$ cat src/rtl/year_display_if.sv
`default_nettype none
// ============================================================================
//  Module      : year_display_if
//  Description : Display-side bus of the year display driver: enable,
//                blanking control, the four BCD year digits in, and the
//                multiplexed segment/anode/frame signals out.
//  Revision    : 1.0  initial release
// ============================================================================
interface year_display_if;
    logic       en;
    logic       blank_lz;
    logic [3:0] year_0;
    logic [3:0] year_1;
    logic [3:0] year_2;
    logic [3:0] year_3;
    logic [6:0] seg;
    logic [3:0] an;
    logic       frame;

    // Side that supplies the year and consumes the display pins.
    modport master (
        output en, blank_lz, year_0, year_1, year_2, year_3,
        input  seg, an, frame
    );

    // The display driver itself.
    modport slave (
        input  en, blank_lz, year_0, year_1, year_2, year_3,
        output seg, an, frame
    );
endinterface
`default_nettype wire

$ cat src/rtl/year_display.sv
`default_nettype none
// ============================================================================
//  Module      : year_display
//  Description : Four-digit multiplexed seven-segment driver for the year.
//                Latches a coherent snapshot of the digits once per scan
//                frame, optional leading-zero blanking, dash for non-BCD.
//  Revision    : 1.0  initial release
// ============================================================================
module year_display #(
    parameter int SCAN_DIV = 50000
) (
    input  wire logic     clk,
    input  wire logic     rst,      // asynchronous, active-low
    year_display_if.slave bus
);
    localparam int                   c_CNT_W   = (SCAN_DIV > 1) ? $clog2(SCAN_DIV) : 1;
    localparam logic [c_CNT_W-1:0]   c_CNT_MAX = c_CNT_W'(SCAN_DIV - 1);
    localparam logic [6:0]           c_SEG_OFF = 7'h7F;
    localparam logic [3:0]           c_AN_OFF  = 4'b1111;

    logic [c_CNT_W-1:0] r_cnt;
    logic [1:0]         r_idx;
    logic [3:0]         r_snap [4];
    logic               r_first;
    logic [6:0]         r_seg;
    logic [3:0]         r_an;
    logic               r_frame;

    logic [3:0]         w_year [4];
    logic               w_tick;
    logic               w_wrap;
    logic [3:0]         w_lz;
    logic               w_blank_slot;
    logic [3:0]         w_an_dec;
    logic [6:0]         w_seg_dec;

    // Active-low {g,f,e,d,c,b,a}; anything outside 0..9 shows a dash.
    function automatic logic [6:0] seg_decode(input logic [3:0] v);
        case (v)
            4'd0:    seg_decode = 7'h40;
            4'd1:    seg_decode = 7'h79;
            4'd2:    seg_decode = 7'h24;
            4'd3:    seg_decode = 7'h30;
            4'd4:    seg_decode = 7'h19;
            4'd5:    seg_decode = 7'h12;
            4'd6:    seg_decode = 7'h02;
            4'd7:    seg_decode = 7'h78;
            4'd8:    seg_decode = 7'h00;
            4'd9:    seg_decode = 7'h10;
            default: seg_decode = 7'h3F;
        endcase
    endfunction

    assign w_year[0] = bus.year_0;
    assign w_year[1] = bus.year_1;
    assign w_year[2] = bus.year_2;
    assign w_year[3] = bus.year_3;

    assign w_tick = (r_cnt == c_CNT_MAX);
    assign w_wrap = w_tick && (r_idx == 2'd3);

    // Decode the slot currently selected by idx from the held snapshot.
    always_comb begin
        w_lz[0]      = 1'b0;
        w_lz[1]      = (r_snap[3] == 4'd0) && (r_snap[2] == 4'd0) && (r_snap[1] == 4'd0);
        w_lz[2]      = (r_snap[3] == 4'd0) && (r_snap[2] == 4'd0);
        w_lz[3]      = (r_snap[3] == 4'd0);
        w_blank_slot = bus.blank_lz && w_lz[r_idx];
        w_an_dec     = w_blank_slot ? c_AN_OFF  : ~(4'b0001 << r_idx);
        w_seg_dec    = w_blank_slot ? c_SEG_OFF : seg_decode(r_snap[r_idx]);
    end

    // Scan counters, snapshot and registered display outputs.
    always_ff @(posedge clk or negedge rst) begin
        if (!rst) begin
            r_cnt   <= '0;
            r_idx   <= 2'd0;
            r_first <= 1'b1;
            r_an    <= c_AN_OFF;
            r_seg   <= c_SEG_OFF;
            r_frame <= 1'b0;
            for (int k = 0; k < 4; k++) r_snap[k] <= 4'd0;
        end else if (!bus.en) begin
            // Snapshot is held so the last year survives a disable.
            r_cnt   <= '0;
            r_idx   <= 2'd0;
            r_first <= 1'b1;
            r_an    <= c_AN_OFF;
            r_seg   <= c_SEG_OFF;
            r_frame <= 1'b0;
        end else if (r_first) begin
            // Restart edge: take a fresh snapshot and show nothing yet; the
            // scan counters stay at zero so slot 0 then gets a full slot.
            r_first <= 1'b0;
            r_an    <= c_AN_OFF;
            r_seg   <= c_SEG_OFF;
            r_frame <= 1'b1;
            for (int k = 0; k < 4; k++) r_snap[k] <= w_year[k];
        end else begin
            r_cnt   <= w_tick ? '0 : r_cnt + 1'b1;
            if (w_tick) r_idx <= r_idx + 2'd1;
            r_an    <= w_an_dec;
            r_seg   <= w_seg_dec;
            r_frame <= w_wrap;
            if (w_wrap) begin
                for (int k = 0; k < 4; k++) r_snap[k] <= w_year[k];
            end
        end
    end

    assign bus.seg   = r_seg;
    assign bus.an    = r_an;
    assign bus.frame = r_frame;
endmodule
`default_nettype wire

$ cat src/flat_wrapper.sv
// flat-port wrapper written by rule: the top's interface ports become plain ports
module year_display_flat 
#(
    parameter int SCAN_DIV = 50000
)
  (clk, rst, bus_en, bus_blank_lz, bus_year_0, bus_year_1, bus_year_2, bus_year_3, bus_seg, bus_an, bus_frame);
  year_display_if bus_i ();
  input  wire logic clk;
  input  wire logic rst;
  input wire logic [$bits(bus_i.en)-1:0] bus_en;
  input wire logic [$bits(bus_i.blank_lz)-1:0] bus_blank_lz;
  input wire logic [$bits(bus_i.year_0)-1:0] bus_year_0;
  input wire logic [$bits(bus_i.year_1)-1:0] bus_year_1;
  input wire logic [$bits(bus_i.year_2)-1:0] bus_year_2;
  input wire logic [$bits(bus_i.year_3)-1:0] bus_year_3;
  output wire logic [$bits(bus_i.seg)-1:0] bus_seg;
  output wire logic [$bits(bus_i.an)-1:0] bus_an;
  output wire logic [$bits(bus_i.frame)-1:0] bus_frame;
  assign bus_i.en = bus_en;
  assign bus_i.blank_lz = bus_blank_lz;
  assign bus_i.year_0 = bus_year_0;
  assign bus_i.year_1 = bus_year_1;
  assign bus_i.year_2 = bus_year_2;
  assign bus_i.year_3 = bus_year_3;
  assign bus_seg = bus_i.seg;
  assign bus_an = bus_i.an;
  assign bus_frame = bus_i.frame;
  year_display #(.SCAN_DIV(SCAN_DIV)) u_core (.clk(clk), .rst(rst), .bus(bus_i));
endmodule
$ cat config.mk
export PLATFORM = sky130hd
export DESIGN_NAME = year_display_flat
export DESIGN_NICKNAME = d
export VERILOG_FILES = /design/src/rtl/year_display_if.sv /design/src/rtl/year_display.sv /design/src/flat_wrapper.sv
export SDC_FILE = /design/constraint.sdc
export NUM_CORES = 1
export LEC_CHECK = 0
export BUFFER_PORTS_ARGS = -buffer_cell sky130_fd_sc_hd__buf_2
export CORE_MARGIN = 4
export CORE_UTILIZATION = 60
export CTS_CLUSTER_SIZE = 40
export DETAILED_ROUTE_END_ITERATION = 12
export MAX_ROUTING_LAYER = met4
export PLACE_DENSITY_LB_ADDON = 0.3
export SYNTH_ARGS = -nofsm -noshare
export SYNTH_HDL_FRONTEND = slang
export SYNTH_SLANG_ARGS = --single-unit
export TNS_END_PERCENT = 5
$ cat constraint.sdc
create_clock -name clk -period 4.5 [get_ports clk]
set_input_delay 0.9 -clock clk [delete_from_list [all_inputs] [get_ports clk]]
set_output_delay 0.9 -clock clk [all_outputs]
set_load 0.01 [all_outputs]
======== Word level (Yosys, flattened, before mapping) ========
Memories as Yosys holds them, arrays and structs flattened.
Index checks and enable logic that the tools add are counted.
word-level totals
  ROM bits ................................ 112
  bits in registers ....................... 47
  memories kept ........................... 1
  bits of input ports ..................... 20
  output and inout port bits .............. 12
memory list
  memory           depth  bits a word  rd ports  clocked after Yosys merged registers in  wr ports  line                source
  (no name shown)  16     7            1         0                                        0         year_display.sv:39  case (v)
operators by class
  multiplexer cells ....................... 22
  $add $sub $neg .......................... 2
  shift operators ......................... 1
  bitwise operators ....................... 2
  reductions and logical operators ........ 10
  equality and inequality tests ........... 4
  $lt $le $gt $ge ......................... 2
operator list
  kind                                                                          number
  16-bit 2-to-1 mux                                                             5
  7-bit 2-to-1 mux                                                              3
  4-bit 2-to-1 mux                                                              5
  16-bit by 1-bit adder with 16-bit output, second input constant               1
  16-bit == test, second input constant                                         1
  4-bit logical NOT                                                             3
  4-bit binary-select mux with 2-bit select                                     1
  2-bit 2-to-1 mux                                                              3
  1-bit logical AND                                                             4
  1-bit 2-to-1 mux                                                              4
  4-bit NOT                                                                     1
  2-bit AND reduction                                                           2
  1-bit by 2-bit left shift with 4-bit output, first input constant             1
  3-bit >= comparator, second input constant                                    1
  2-bit by 3-bit less-than comparator with 1-bit output, second input constant  1
  2-bit NOT with 3-bit output                                                   1
  2-bit by 1-bit adder with 2-bit output, second input constant                 1
  1-bit binary-select mux with 2-bit select                                     1
  2-bit == test, second input constant                                          1
  2-bit by 1-bit inequality test with 1-bit output, second input constant       1
  2-bit inequality test, second input constant                                  1
  2-bit nonzero test                                                            1

======== Depth between registers and ports, before layout ========
Gate-level depths: netlist of the first run.
  word-level depth ........................ 9
  depth in mapped cells ................... 8

======== Least setup slack after synthesis of the first run ========
OpenSTA, ideal clock, no wires.
  path kind ............................... input-to-reg
  start ................................... input bus_en
  end ..................................... register u_core.r_cnt[10]
  data required time ...................... 4.420 ns
  slack ................................... 2.420 ns
  buffers on the path ..................... 0
  arrival time ............................ 2.000 ns
  stages .................................. 4
  cell sequence ........................... and2_1 > or4_4 > or3_1 > a21oi_1
on the way
  word-level cells in the longest chain between the ends .. 1
RTL lines
  item                                                                                line                 source
  start, declared                                                                     flat_wrapper.sv:10   input wire logic [$bits(bus_i.en)-1:0] bus_en;
  2-bit inequality test (no source line) / 16-bit 2-to-1 mux (equally long branches)  n/a
  end signal, assigned                                                                year_display.sv:100  r_cnt <= w_tick ? '0 : r_cnt + 1'b1;
  end, declared                                                                       year_display.sv:21   logic [c_CNT_W-1:0] r_cnt;
Several ways; a longest one is shown, not always the timed one.
A chain may end at the register's enable or synchronous reset.

======== Worst setup path after layout of the first run ========
  start ................................... input bus_en
  end ..................................... register u_core.r_cnt[15]
The elaborated chain is that of the path after synthesis.

==> results of run 1 <==
[metrics by stage]
| step | total power, W | hold WS (ns) | setup slack [ns] | instance area [um^2] | util |
|---|---|---|---|---|---|
| global route | 0.000965 | 0.545 | 1.71 | 2960 | 0.676 |
| detailed placement | 0.000642 | 0.496 | 1.66 | 2860 | 0.651 |
| floorplan | 0.000594 | 0.445 | 2.42 | 2730 | - |
| global placement | 0.000637 | 0.490 | 1.73 | 2860 | 0.651 |
| CTS | 0.000928 | 0.512 | 1.98 | 2960 | 0.676 |
| finish | 0.000923 | 0.510 | 1.96 | 2960 | 0.676 |
[worst min path at each step]
stage                        to  slack, ns  cells past startpoint
3_3_place_gp   u_core.r_cnt[15]       0.49                      1
5_1_grt        u_core.r_cnt[13]       0.54                      1
2_1_floorplan  u_core.r_cnt[15]       0.44                      1
4_1_cts        u_core.r_cnt[15]       0.51                      1
3_5_place_dp   u_core.r_cnt[15]       0.50                      1
6_report       u_core.r_cnt[15]       0.51                      1
[sequential cells by signal, indices dropped and copies added, names as in the netlist]
| signal | flops |
|---|---|
| u_core.r_cnt | 16 |
| u_core.bus.seg | 7 |
| u_core.bus.frame | 1 |
| u_core.r_idx | 2 |
| u_core.r_snap | 16 |
| u_core.bus.an | 4 |
| u_core.r_first | 1 |
[layout make-up]
type                       instances  area (um^2)  area share
clock buffer                       6         93.8      0.0317
clock inverter                     2         13.8     0.00465
timing repair buffer              32          163      0.0549
tap                               52         65.1      0.0220
multi-input combinational        195         1400       0.472
sequential                        47         1190       0.402
inverter                          10         37.5      0.0127
[kinds of logic (layout without fill, tap and decap cells)]
logic type / after synthesis / in the layout / share of synthesized area
compound gates: 65 / 65 / 0.171
xor+xnor: 7 / 7 / 0.0224
fa+ha+maj: 10 / 10 / 0.0458
buf+inv: 31 / 50 / 0.0518
flops: 47 / 47 / 0.436
mux: 10 / 10 / 0.0618
simple gates: 103 / 103 / 0.211
[worst max-delay path, delay by kind of cell]
family                 cells  cell delay [ns]
buffers and inverters      2             0.83
AND/OR/NAND/NOR            1             0.64
AO/OA/AOI/OAI              2             0.38
[metal layers]
layer  part of all wire  global-route usage  vias up
met5                  0                   -        -
met4              0.012              0.0718        0
met3              0.073              0.0317        8
met2               0.46               0.337      121
met1               0.45               0.326     1141
li1                   -                   -     1090
[report_power, final]
part / switching (W) / total, W / internal, W / leakage (nW)
clock: 0.000145 / 0.000288 / 0.000143 / 0.0563
sequential: 0.0000294 / 0.000486 / 0.000457 / 0.573
combinational: 0.0000810 / 0.000149 / 0.0000679 / 0.556
total: 0.000255 / 0.000923 / 0.000668 / 1.19
[layout by cell type (no fill, tap or decap), types with 2 or more instances in the layout]
cell type  instances
clkbuf_8           5
nand3_1           29
xor2_1             5
or3_1              2
a41oi_1            3
a31oi_1            4
buf_2             31
dfstp_2           12
o211ai_1          20
nor2_1            13
a21oi_1            7
nor4_1             3
dfrtp_1           35
nand4_1           23
a311o_1            2
xnor2_1            2
a22oi_1           16
o21ai_0            6
mux2_2             2
mux4_1             3
or2_2              2
nand2_1            9
ha_1              10
nand2b_1           2
mux2i_1            3
and4_1             3
nor3_1             5
inv_1              9
nor4b_1            2
and3_1             3
==> reports/results.txt, run 1 <==
# Post-CTS Setup Buffers: 0
asr flop ratio synth: 1.00
Max Cap Viol: 0
area share of the largest cell type after synthesis: 0.321
Commonest cells post-synth: 35 x dfrtp_1, 29 x nand3_1, 23 x nand4_1, 20 x o211ai_1, 16 x a22oi_1
Overflow after GRT: 0
top_reg_cell synth: dfrtp_1
leading area contributor after synthesis: dfrtp_1
RR Startpoint: u_core.r_cnt[4]
synth unique cells: 49
worst clock skew: 0.00335 ns
Post-Synthesis Net Count: 303
CP max stage delay: 0.64 ns
worst hold start: u_core.r_cnt[15]
largest net degree at the start of global routing: 48
normalized max-slew margin: 0.322
Startpoint Class: primary input
most frequent cell after synthesis: dfrtp_1
sequential-to-total area share from yosys stat: 0.436
Final Routed Wirelength: 6100 um
NumNets Final: 321
CP startpoint: bus_en
H-tree Lvls: 2
CP max FO: 25
DRC Markers: 0
pwr dens: 312 nW/um^2
Wirelength per Cell: 17.7 um
antenna violations before repair: 0
worst path cell trace: buf_2 > inv_1 > nor2_1 > a41oi_1 > a31oi_1
synth warn: 0
Fill cells: 357
core area: 4380 um^2
# clock sinks: 47
CP max stage cell: nor2_1
Layout Area Growth over Synthesis: 8.47%
cts hold-fix bufs: 0
maximum root-to-sink buffer count: 2
GPL Wtd Cong: 0.856
IO Port Bufs: 31
number of global-route vias before repair: 2038
synth top area cells: dfrtp_1 32%, dfstp_2 12%, o211ai_1 5.5%
Cell Area, Synth: 2730 um^2
worst path arrival time: 2.76 ns
Vias per Instance: 6.86
min-delay worst type: flop to flop
Initial Util: 0.623
Req. time, crit path: 4.73 ns
Highest Clock Rate: 394 MHz
Clock Tree Root: clkbuf_8
RSZ-0062 raised after global routing: false
post-cts resize count: 0
worst vdd ir: 0.194 mV
DIE AREA: 5700 um^2
share of cells above drive strength 1: 0.209
Placed Cells incl. Taps: 336
Seq cells post-synth: 47
Cells after Synth: 273
Num CTS Buffers: 5
Clk pin slew, worst setup/hold paths: 0.09 ns
die height: 75.5 um
Final Critical Period: 2.54 ns
first-pass GRT wire length: 9670 um
Crit. End Element: flop
DRT Pass-1 Iters: 5
cell leakage power: 1.19 nW
Worst Tran Pin Value: 1.02 ns
post-DP HPWL: 4070 um
Vias: 2360
ANT cells: 0
Worst R2R End: u_core.r_cnt[9]
Die X: 75.5 um
final hold vios: 0
Post-synth EDFFs: 0
CP Class: primary input to flop
DRT iter0 DRCs: 160
Clock Latency Late Sink: 0.30 ns
Critical Path Sink: u_core.r_cnt[15]
I/O Pins: 32
r2r setup slk: 2.10 ns
Antenna Nets Post-Route: 0
R2R cell count: 4
fin cells: 344
status: complete, no violations
Syn Area/Cell: 10.0 um^2
CTS tree: built
Total Neg Setup Slack: 0 ns
max-slew violations: 0
# setup viols final: 0
final worst path period share: 0.563
num rows: 24
Total GRT Usage: 0.228
Power figures use the tool's default switching activity.
==> run 2, diff against run 1 <==
CORE_UTILIZATION = 53   (was 60)
clock period = 2.1 ns   (was 4.5 ns; I/O delays follow)
==> run 2 against run 1 <==
Effect of this change:
- first-iteration DRC count up 44%
- sequential power is 110% higher
- flip-flop and latch count is the same
- via count rose by 2.2%
- sequential share of layout area decreased by 1.4 points
- combinational power is 130% higher
- clock skew rose by 0.0046 ns
- critical endpoint is now u_core.bus.seg[3]
- highest routed layer unchanged
==> reports/results.txt, run 2 (synthesis results as in run 1) <==
status: complete, no violations
core area: 4850 um^2 (+11%)
RSZ-0062 raised after global routing: false
Worst Tran Pin Value: 0.579 ns (-0.439 ns)
H-tree Lvls: 2 (unchanged)
Total Neg Setup Slack: 0 ns (unchanged)
fin cells: 374 (+8.7%)
normalized max-slew margin: 0.614 (+0.293)
worst path cell trace: mux4_1 > inv_2 > ha_1 > inv_1 > or2_2 > mux2i_1 > nand3_1
CP max FO: 4 (-84%)
final hold vios: 0 (unchanged)
setup ws final: 0.133 ns (-1.83 ns)
Overflow after GRT: 0 (unchanged)
DRT iter0 DRCs: 230 (+44%)
R2R cell count: 7 (+3)
Req. time, crit path: 2.32 ns (-2.41 ns)
Vias per Instance: 6.45 (-6.0%)
Worst R2R End: u_core.bus.seg[3]
P_sw: 0.000539 W (+110%)
dpl cell area: 2990 um^2 (+4.6%)
CTS tree: built
commonest non-fill, non-tap cell in the layout: dfrtp_1
post-DP HPWL: 4380 um (+7.6%)
Layout Area Growth over Synthesis: 12.6%
NumNets Final: 336 (+4.7%)
CP max stage delay: 0.60 ns (-0.04 ns)
largest net degree at the start of global routing: 48 (unchanged)
ANT cells: 0 (unchanged)
Clock Latency Late Sink: 0.30 ns (about the same)
most frequent cells in the layout: 34 x dfrtp_1, 31 x buf_2, 29 x nand3_1, 23 x nand4_1, 20 x o211ai_1
cell leakage power: 1.25 nW (+5.3%)
DRT Pass-1 Iters: 6 (+1)
Clock Power Share: 0.291 (-0.021)
die height: 79.8 um (+5.7%)
worst path bufs/invs: 2 (unchanged)
Initial Util: 0.563 (-0.0596)
# setup viols final: 0 (unchanged)
Internal Power: 0.00140 W (+110%)
Final Routed Wirelength: 6440 um (+5.7%)
Max Cap Viol: 0 (unchanged)
I/O Pins: 32 (unchanged)
number of global-route vias before repair: 2309 (+13%)
Highest Clock Rate: 508 MHz
pre-CTS setup slack: 0.115 ns (-1.55 ns)
r2r setup slk: 0.13 ns (-1.97 ns)
min-delay worst type: primary input to asynchronous set/reset pin
first-pass GRT wire length: 11100 um (+15%)
Finished Core Util: 0.634 (-0.0415)
max-slew violations: 0 (unchanged)
worst path arrival time: 2.18 ns (-0.58 ns)
share of cells above drive strength 1: 0.254 (+0.0452)
Wirelength per Cell: 17.2 um (-2.8%)
pwr dens: 632 nW/um^2 (+100%)
Die X: 79.8 um (+5.7%)
Num CTS Buffers: 5 (unchanged)
# clock sinks: 47 (unchanged)
Reg power frac: 0.536 (+0.009)
family with the most delay on the worst path: multiplexers
Clk pin slew, worst setup/hold paths: 0.09 ns (about the same)
final worst path period share: 0.937
Placed Cells incl. Taps: 366 (+8.9%)
antenna violations before repair: 0 (unchanged)
IO Port Bufs: 31 (unchanged)
design area: 3080 um^2 (+3.8%)
Crit. End Element: flop
Total GRT Usage: 0.225 (-0.00289)
Final Critical Period: 1.97 ns
combinational share of power: 0.174 (+0.013)
worst vdd ir: 0.380 mV (+96%)
Antenna Nets Post-Route: 0 (unchanged)
Fill cells: 422 (+18%)
DIE AREA: 6370 um^2 (+12%)
# Post-CTS Setup Buffers: 0 (unchanged)
cts hold-fix bufs: 0 (unchanged)
switching share of total power: 0.277 (+0.000871)
Vias: 2411 (+2.2%)
CP max stage cell: mux4_1
maximum root-to-sink buffer count: 2 (unchanged)
Clock Tree Root: clkbuf_8
CP Class: flop to flop
RR Startpoint: u_core.r_idx[0]
num rows: 25 (+4.2%)
DRC Markers: 0 (unchanged)
GPL Wtd Cong: 0.881 (+2.9%)
worst clock skew: 0.00791 ns (+0.00456 ns)
Startpoint Class: flop
run 2: metal layers:
layer,track usage,routed length [um],vias up
li1,-,-,1117
met1,0.321,2970,1179
met2,0.332,2910,111
met3,0.0384,503,4
met4,0.0659,59,0
met5,-,0,-
run 2: how the worst max path moves through the flow:
stage | start | end | slack, ns | cells past startpoint
6_report | u_core.r_idx[0] | u_core.bus.seg[3] | 0.13 | 7
3_5_place_dp | u_core.r_idx[0] | u_core.bus.seg[3] | 0.11 | 7
3_3_place_gp | u_core.r_idx[0] | u_core.bus.seg[3] | 0.19 | 7
5_1_grt | u_core.r_idx[0] | u_core.bus.seg[3] | 0.03 | 7
4_1_cts | u_core.r_idx[0] | u_core.bus.seg[3] | 0.09 | 7
2_1_floorplan | u_core.r_idx[0] | u_core.bus.seg[3] | 0.09 | 8
run 2: final cells by class:
type | count | area [um^2] | area share
repair buffers | 47 | 275 | 0.0895
inverters | 10 | 37.5 | 0.0122
clock inverters | 1 | 5.00 | 0.00163
multi-input cells | 195 | 1400 | 0.454
flip-flops and latches | 47 | 1190 | 0.388
clock buffers | 7 | 86.3 | 0.0281
well taps | 67 | 83.8 | 0.0273
run 2: what timing repair did:
| item | CTS | global route |
|---|---|---|
| endpoints found under the hold margin | 0 | 0 |
| resized for setup | 0 | 3 |
| setup endpoints to repair | 0 | 1 |
run 2: through the flow:
stage | hold WS (ns) | power [W]
floorplan | 0.124 | 0.00127
global placement | 0.481 | 0.00138
detailed placement | 0.495 | 0.00139
CTS | 0.216 | 0.00195
global route | 0.241 | 0.00205
finish | 0.196 | 0.00194
run 2: worst reg2reg max path: stages, from the launching register on:
cell	delay, ns
dfrtp_2	0.41
mux4_1	0.60
inv_2	0.11
ha_1	0.17
inv_1	0.05
or2_2	0.28
mux2i_1	0.16
nand3_1	0.10
run 2: power groups by stage:
stage | combinational (W) | clock, W | sequential, W
6_report | 0.000337 | 0.000565 | 0.00104
5_1_grt | 0.000377 | 0.000625 | 0.00105
4_1_cts | 0.000337 | 0.000578 | 0.00104
3_5_place_dp | 0.000336 | 0 | 0.00106
3_3_place_gp | 0.000325 | 0 | 0.00105
2_1_floorplan | 0.000232 | 0 | 0.00104
==> run 3, diff against run 2 <==
CTS_BUF_LIST = sky130_fd_sc_hd__clkbuf_16   (was unset)
==> run 3 against run 2 <==
Effect of this change:
- clock power increased by 32%
- highest routed layer unchanged
- non-clock buffer count unchanged
- largest power group unchanged
- combinational power hardly changed
- sequential share of layout area fell by 0.57 points
==> reports/results.txt, run 3 (synthesis results as in run 1) <==
cts hold-fix bufs: 0 (unchanged)
max-slew violations: 0 (unchanged)
CTS tree: built
Vias per Instance: 6.45 (+0.12%)
Clock Latency Late Sink: 0.28 ns (-0.02 ns)
final worst path period share: 0.951 (+0.0145)
Total GRT Usage: 0.227 (+0.00148)
Clock Power Share: 0.351 (+0.060)
CP Class: flop to flop
switching share of total power: 0.262 (-0.0153)
worst clock skew: 0.00820 ns (+0.000289 ns)
RSZ-0062 raised after global routing: false
number of global-route vias before repair: 2349 (+1.7%)
dpl cell area: 2990 um^2 (unchanged)
Initial Util: 0.563 (unchanged)
Crit. End Element: flop
DRC Markers: 0 (unchanged)
Clk pin slew, worst setup/hold paths: 0.07 ns (-0.02 ns)
Reg power frac: 0.490 (-0.046)
combinational share of power: 0.159 (-0.015)
Highest Clock Rate: 501 MHz (-1.5%)
first-pass GRT wire length: 11200 um (+1.1%)
# Post-CTS Setup Buffers: 0 (unchanged)
final hold vios: 0 (unchanged)
die height: 79.8 um (unchanged)
share of cells above drive strength 1: 0.248 (-0.00651)
largest net degree at the start of global routing: 48 (unchanged)
Internal Power: 0.00157 W (+12%)
# clock sinks: 47 (unchanged)
pwr dens: 681 nW/um^2 (+7.9%)
multi-input logic area: 1400 um^2 (unchanged)
Startpoint Class: flop
Placed Cells incl. Taps: 366 (unchanged)
IO Port Bufs: 31 (unchanged)
post-DP HPWL: 4380 um (unchanged)
I/O Pins: 32 (unchanged)
Wirelength per Cell: 17.2 um (+0.14%)
num rows: 25 (unchanged)
register area: 1190 um^2 (unchanged)
normalized max-slew margin: 0.610 (-0.00448)
Final Critical Period: 2.00 ns (+0.0305 ns)
worst path arrival time: 2.19 ns (about the same)
CP max FO: 4 (unchanged)
design area: 3120 um^2 (+1.5%)
pre-CTS setup slack: 0.115 ns (unchanged)
DIE AREA: 6370 um^2 (unchanged)
min-delay worst type: primary input to asynchronous set/reset pin
Req. time, crit path: 2.30 ns (-0.02 ns)
cell leakage power: 1.27 nW (+2.0%)
Clock Tree Root: clkbuf_16
DRT iter0 DRCs: 263 (+14%)
Fill cells: 416 (-1.4%)
Layout Area Growth over Synthesis: 14.3%
status: complete, no violations
H-tree Lvls: 2 (unchanged)
post-cts resize count: 0 (unchanged)
P_sw: 0.000557 W (+3.4%)
most frequent cells in the layout: 34 x dfrtp_1, 31 x buf_2, 29 x nand3_1, 23 x nand4_1, 20 x o211ai_1
antenna violations before repair: 0 (unchanged)
Die X: 79.8 um (unchanged)
core area: 4850 um^2 (unchanged)
Max Cap Viol: 0 (unchanged)
Total Neg Setup Slack: 0 ns (unchanged)
Vias: 2414 (+0.12%)
Num CTS Buffers: 5 (unchanged)
Overflow after GRT: 0 (unchanged)
GPL Wtd Cong: 0.881 (unchanged)
Final Routed Wirelength: 6450 um (+0.14%)
Worst Tran Pin Value: 0.585 ns (+0.00671 ns)
worst vdd ir: 0.308 mV (-19%)
fin cells: 374 (unchanged)
ANT cells: 0 (unchanged)
DRT Pass-1 Iters: 5 (-1)
maximum root-to-sink buffer count: 2 (unchanged)
Antenna Nets Post-Route: 0 (unchanged)
setup ws final: 0.102 ns (-0.0305 ns)
commonest non-fill, non-tap cell in the layout: dfrtp_1
# setup viols final: 0 (unchanged)
NumNets Final: 336 (unchanged)
[run 3: cell types whose count changed in the layout (fill, tap and decap cells not counted)]
| cell | change |
|---|---|
| clkinv_1 | +1 |
| clkbuf_1 | -1 |
| clkbuf_8 | -6 |
| clkbuf_16 | +5 |
| inv_2 | -1 |
| inv_1 | +2 |
[run 3: metrics by stage]
stage	utilization	power, W	hold WS [ns]
6_report	0.644	0.00213	0.223
5_1_grt	0.644	0.00224	0.273
4_1_cts	0.644	0.00214	0.243
3_5_place_dp	0.616	0.00139	0.495
3_3_place_gp	0.616	0.00138	0.481
2_1_floorplan	-	0.00127	0.124
[run 3: power groups by stage]
stage / Clock, W / Sequential, W / Combinational (W)
final: 0.000747 / 0.00104 / 0.000338
after CTS: 0.000760 / 0.00104 / 0.000338
after detailed placement: 0 / 0.00106 / 0.000336
after global placement: 0 / 0.00105 / 0.000325
after floorplan: 0 / 0.00104 / 0.000232
after global routing: 0.000812 / 0.00105 / 0.000377
[run 3: critical path, stage by stage (launching register included)]
cell and delay (ns):
dfrtp_2 0.40, mux4_1 0.58, inv_1 0.15, ha_1 0.19, inv_1 0.05, or2_2 0.28
mux2i_1 0.16, nand3_1 0.10
[run 3: per-layer routing]
layer  global-route usage  part of all wire  vias up
met2                0.347              0.45      110
met1                0.318              0.46     1177
li1                     -                 -     1121
met3               0.0384             0.077        6
met4               0.0524            0.0074        0
met5                    -                 0        -
[run 3: cell type report]
class                   count  share of cell area
clock buffers               5              0.0401
clock inverters             3             0.00401
inverters                  10              0.0120
multi-input cells         195               0.447
flip-flops and latches     47               0.382
well taps                  67              0.0269
repair buffers             47              0.0882
[run 3: final timing paths]
path / startpoint / endpoint / slack, ns / depth (start not counted)
max: u_core.r_idx[0] / u_core.bus.seg[3] / 0.10 / 7
min: rst / u_core.r_cnt[13] / 0.22 / 2
max reg2reg: u_core.r_idx[0] / u_core.bus.seg[3] / 0.10 / 7
min reg2reg: u_core.r_cnt[15] / u_core.r_cnt[15] / 0.51 / 1
max in group asynchronous: rst / u_core.r_idx[0] / 1.45 / 2
min in group clk: bus_year_2[3] / u_core.r_snap[7] / 0.38 / 3
